<file path="src/rtl/run_pulse_tx.sv">
// run_pulse_tx: serial run-length transmitter.
// An accepted length N is sent as N consecutive '1' cycles on out_o, followed by
// GAP_CYCLES '0' cycles. One holding register lets the next train start right
// after the current gap, so no idle cycles appear between trains.
// Ports:
//   clk_i    - clock, rising edge
//   reset_i  - asynchronous active-high reset
//   len_i    - run length, sampled when valid_i && ready_o
//   valid_i  - len_i valid
//   ready_o  - hold register empty; a value can be accepted this cycle
//   out_o    - registered serial pulse line
//   busy_o   - a train (run or gap) is in progress
//   done_o   - high during the final gap cycle of each train
module run_pulse_tx #(
  parameter int unsigned LEN_W      = 3,
  parameter int unsigned GAP_CYCLES = 2
) (
  input  logic             clk_i,
  input  logic             reset_i,
  input  logic [LEN_W-1:0] len_i,
  input  logic             valid_i,
  output logic             ready_o,
  output logic             out_o,
  output logic             busy_o,
  output logic             done_o
);

  localparam int unsigned GAP_W = $clog2(GAP_CYCLES + 1);

  typedef enum logic [1:0] {
    S_IDLE = 2'd0,
    S_RUN  = 2'd1,
    S_GAP  = 2'd2
  } state_e;

  state_e             state_q, state_d;
  logic [LEN_W-1:0]   run_cnt_q, run_cnt_d;
  logic [GAP_W-1:0]   gap_cnt_q, gap_cnt_d;
  logic [LEN_W-1:0]   hold_q, hold_d;
  logic               hold_full_q, hold_full_d;
  logic               out_q, out_d;
  logic               done_q, done_d;
  logic               busy_q, busy_d;

  logic               accept;
  logic               load_en;
  logic [LEN_W-1:0]   load_len;

  // ready depends only on the hold flag, never on valid_i
  assign accept  = valid_i && !hold_full_q;
  assign ready_o = !hold_full_q;
  assign out_o   = out_q;
  assign busy_o  = busy_q;
  assign done_o  = done_q;

  // State and datapath registers
  always_ff @(posedge clk_i or posedge reset_i) begin
    if (reset_i) begin
      state_q     <= S_IDLE;
      run_cnt_q   <= '0;
      gap_cnt_q   <= '0;
      hold_q      <= '0;
      hold_full_q <= 1'b0;
      out_q       <= 1'b0;
      done_q      <= 1'b0;
      busy_q      <= 1'b0;
    end else begin
      state_q     <= state_d;
      run_cnt_q   <= run_cnt_d;
      gap_cnt_q   <= gap_cnt_d;
      hold_q      <= hold_d;
      hold_full_q <= hold_full_d;
      out_q       <= out_d;
      done_q      <= done_d;
      busy_q      <= busy_d;
    end
  end

  // Next-state, counter and hold-register logic
  always_comb begin
    state_d     = state_q;
    run_cnt_d   = run_cnt_q;
    gap_cnt_d   = gap_cnt_q;
    hold_d      = hold_q;
    hold_full_d = hold_full_q;
    load_en     = 1'b0;
    load_len    = '0;

    case (state_q)
      S_IDLE: begin
        if (accept) begin
          load_en  = 1'b1;
          load_len = len_i;
        end
      end

      S_RUN: begin
        if (accept) begin
          hold_d      = len_i;
          hold_full_d = 1'b1;
        end
        // run_cnt_q counts the '1' cycles still to send, including the current one
        if (run_cnt_q == LEN_W'(1)) begin
          state_d   = S_GAP;
          gap_cnt_d = GAP_W'(GAP_CYCLES);
        end else begin
          run_cnt_d = run_cnt_q - LEN_W'(1);
        end
      end

      S_GAP: begin
        if (gap_cnt_q == GAP_W'(1)) begin
          // End of gap: start the held train, else pass a fresh value straight through
          if (hold_full_q) begin
            load_en     = 1'b1;
            load_len    = hold_q;
            hold_full_d = 1'b0;
            if (accept) begin
              hold_d      = len_i;
              hold_full_d = 1'b1;
            end
          end else if (accept) begin
            load_en  = 1'b1;
            load_len = len_i;
          end else begin
            state_d = S_IDLE;
          end
        end else begin
          gap_cnt_d = gap_cnt_q - GAP_W'(1);
          if (accept) begin
            hold_d      = len_i;
            hold_full_d = 1'b1;
          end
        end
      end

      default: begin
        state_d = S_IDLE;
      end
    endcase

    // Starting a train: zero-length trains go straight to the gap
    if (load_en) begin
      if (load_len != '0) begin
        state_d   = S_RUN;
        run_cnt_d = load_len;
      end else begin
        state_d   = S_GAP;
        gap_cnt_d = GAP_W'(GAP_CYCLES);
      end
    end
  end

  // Registered outputs follow the next state so they line up with it
  always_comb begin
    out_d  = 1'b0;
    done_d = 1'b0;
    busy_d = 1'b0;
    out_d  = (state_d == S_RUN);
    done_d = (state_d == S_GAP) && (gap_cnt_d == GAP_W'(1));
    busy_d = (state_d != S_IDLE);
  end

endmodule

</file>
<file path="config.mk">
export PLATFORM = sky130hd
export DESIGN_NAME = run_pulse_tx
export DESIGN_NICKNAME = d
export VERILOG_FILES = /design/src/rtl/run_pulse_tx.sv
export SDC_FILE = /design/constraint.sdc
export NUM_CORES = 1
export LEC_CHECK = 0
export BUFFER_PORTS_ARGS = -buffer_cell sky130_fd_sc_hd__buf_4
export CELL_PAD_IN_SITES_DETAIL_PLACEMENT = 1
export CELL_PAD_IN_SITES_GLOBAL_PLACEMENT = 1
export CORE_UTILIZATION = 40
export DETAILED_ROUTE_END_ITERATION = 10
export PLACE_DENSITY = 0.75
export SLEW_MARGIN = 25
export SYNTH_ARGS = -nofsm -noshare
export SYNTH_HDL_FRONTEND = slang
export SYNTH_SLANG_ARGS = --single-unit
</file>
<file path="constraint.sdc">
create_clock -name clk_i -period 2.75 [get_ports clk_i]
set_clock_uncertainty 0.15 [all_clocks]
set_input_delay 0.4125 -clock clk_i [delete_from_list [all_inputs] [get_ports clk_i]]
set_output_delay 0.4125 -clock clk_i [all_outputs]
set_load 0.02 [all_outputs]
</file>
==> impl_metrics.yaml <==
status:
  outcome: "complete, no violations"
clocking:
  clk_latency_ns: 0.29
  cts_buffers: 3
  htree_levels: 1
  cts_root_buffer: "clkbuf_4"
  cts_setup_buffers: 0
  cts_hold_buf: 0
  cts_tree: "yes"
  clockBufferDepth: 2
  cts_resized: 0
  clock_sinks: 14
  clkTransAtPathRegs_ns: 0.10
pwr:
  ir_worst_vdd_uv: 473
  p_seq_share_pct: 33.8
  p_leak_nw: 0.464
  p_per_area_nw_per_um2: 1070
  p_switching_uw: 471
  clockPowerShare_pct: 14.6
  p_comb_share_pct: 51.6
  switching_share_pct: 43.4
  p_int_uw: 613
sta:
  rsz0062_at_grt: "false"
  slew_headroom_pct: 64.3
  fin_worst_hold_slack_ns: 0.000331
  hold_viol: 0
  min_period_ns: 2.15
  drv_slew: 0
  post-route-period-util_pct: 78.0
  tightestPinTransition_ns: 0.535
  fmax_mhz: 466
  fin_tns_setup_ns: 0
  finalSetupViolations: 0
logic_synthesis:
  ys_top_cells_by_count: "dfrtp_1, inv_1, ha_1, nand2_1, o22ai_1"
  synth.most_common_cell: "dfrtp_1"
  synth_warnings: 0
  synth_area_leaders: "dfrtp_1, ha_1, inv_1"
  syn-num-nets: 100
  synthFlopType: "dfrtp_1"
  synth-edff-count: 0
  yosysTopAreaCellShare_pct: 38.9
  synthDistinctLibCells: 34
  syn_area_sq_um: 901
  avgSynthCellArea_sq_um: 10.5
  async_reset_ff_share_pct: 100
  yosysSeqAreaShare_pct: 38.9
  synth-seq-cells: 14
  synthCells: 86
  yosysTopAreaCell: "dfrtp_1"
worst_setup_path:
  rrSetupSlack_ns: 0.60
  critPathMaxFanout: 7
  cp-end-kind: "flip-flop"
  cp-start-kind: "flip-flop"
  crit_path_cell_trace: "inv_1, ha_1, and2_4, a32oi_2, a21oi_2, or2_4, o21a_1"
  worstPathRequired_ns: 2.79
  crit_type: "flip-flop to flip-flop"
  reg2reg_to: "out_o$_DFF_PP0_"
  reg2reg_depth: 7
  cpMaxStageDelayCell: "dfrtp_1"
  regToRegStartpoint: "state_q[0]$_DFF_PP0_"
  slowest_delay_ns: 0.40
  arrival_ns: 2.19
floorplanning:
  die_w_microns: 49.5
  die_y_microns: 49.5
  ios: 10
  start_util_pct: 44.1
  coreArea_sq_um: 2040
  rows: 16
  dieArea_sq_um: 2450
layout:
  drive_gt1_share_pct: 26.8
  areaGrowthSynthToFinish_pct: 12.8
  n_fill_cell: 250
  final_cells: 124
  fin_util_pct: 49.8
  diodes: 0
  fin_nets: 112
run:
  cap_violations: 0
grt:
  track_usage_pct: 18.2
  grt_pass1_vias: 761
  antenna_found_initial: 0
  grt-ovfl-total: 0
  grt_max_degree: 15
  grt_pass1_wl_microns: 3330
placement:
  dp.cells: 120
  gp_routability_congestion: 0.877
  port_buffers: 9
  hpwl_microns: 1520
route:
  dr.pass1.iters: 4
  drcViolationCount: 0
  routed_via_density: 5.48
  postRouteAntennaNets: 0
  totalWireLength_microns: 1910
  wl_per_cell_microns: 15.4
  num_vias: 680
  drt-initial-drc-count: 4
worst_hold_path:
  hold_path.class: "input port to async pin"
[per-layer routing]
layer	wire length [microns]	global-route usage (%)
met1	850	21.0
met2	974	32.6
met3	79	3.70
met4	8	7.14
met5	0	0
[worst max-delay path by stage]
| stage | startpoint | endpoint | slack [ns] | cells after the start |
|---|---|---|---|---|
| after detailed placement | state_q[0]$_DFF_PP0_ | out_o$_DFF_PP0_ | 0.62 | 7 |
| final | state_q[0]$_DFF_PP0_ | out_o$_DFF_PP0_ | 0.60 | 7 |
| after global routing | state_q[0]$_DFF_PP0_ | gap_cnt_q[1]$_DFF_PP0_ | 0.51 | 7 |
| after floorplan | state_q[0]$_DFF_PP0_ | out_o$_DFF_PP0_ | 0.72 | 8 |
| after global placement | state_q[0]$_DFF_PP0_ | out_o$_DFF_PP0_ | 0.67 | 7 |
| after CTS | state_q[0]$_DFF_PP0_ | gap_cnt_q[1]$_DFF_PP0_ | 0.62 | 7 |
[cells by family after synthesis]
family	Yosys count	share of synthesized area, %
fa+ha+maj	8	11.1
xor+xnor	1	0.972
mux	4	4.86
buf+inv	12	6.67
compound gates	22	22.1
simple gates	25	15.4
flops	14	38.9
[layout make-up]
class	instances	area [sq um]	area share, %
Inverter	10	37.5	3.69
Clock buffer	4	36.3	3.57
Multi-Input combinational cell	60	490	48.3
Sequential cell	14	350	34.5
Timing Repair Buffer	9	67.6	6.65
Tap cell	27	33.8	3.33
[state kept, by name, summed over array words and instances (netlist names)]
name and flops:
busy_o 1, done_o 1, gap_cnt_q 2, hold_full_q 1
hold_q 3, out_o 1, run_cnt_q 3, state_q 2
[power groups by stage]
stage	Sequential (mW)	Combinational, mW	Clock, mW
4_1_cts	0.368	0.563	0.159
6_report	0.367	0.560	0.158
2_1_floorplan	0.353	0.437	0
3_5_place_dp	0.372	0.556	0
3_3_place_gp	0.365	0.537	0
5_1_grt	0.379	0.622	0.169
[metrics by stage]
step                setup slack (ns)  power (mW)  instance area (sq um)
finish                         0.604        1.08                   1020
global route                   0.509        1.17                   1020
CTS                            0.617        1.09                   1020
detailed placement             0.621       0.929                    980
global placement               0.670       0.902                    980
floorplan                      0.724       0.790                    901
[worst max-delay path, delay by kind of cell, from the launching register on]
kind	cells	cell delay, ns
and+or+nand+nor	2	0.49
buffers and inverters	1	0.10
DFF	1	0.40
AOI/OAI and AO/OA	3	0.60
adders and majority gates	1	0.31
[cells in the final DEF (no fill, tap or decap), drive strengths merged, types with 2 or more instances in the layout]
master  count
ha          8
or2         2
o21ai       5
dfrtp      14
nor2b       3
nor2        4
nor3        2
and2        2
inv        10
a21oi       5
o22ai       4
buf         9
mux2        3
a32oi       3
clkbuf      4
nand2       7
Power figures use the tool's default switching activity.
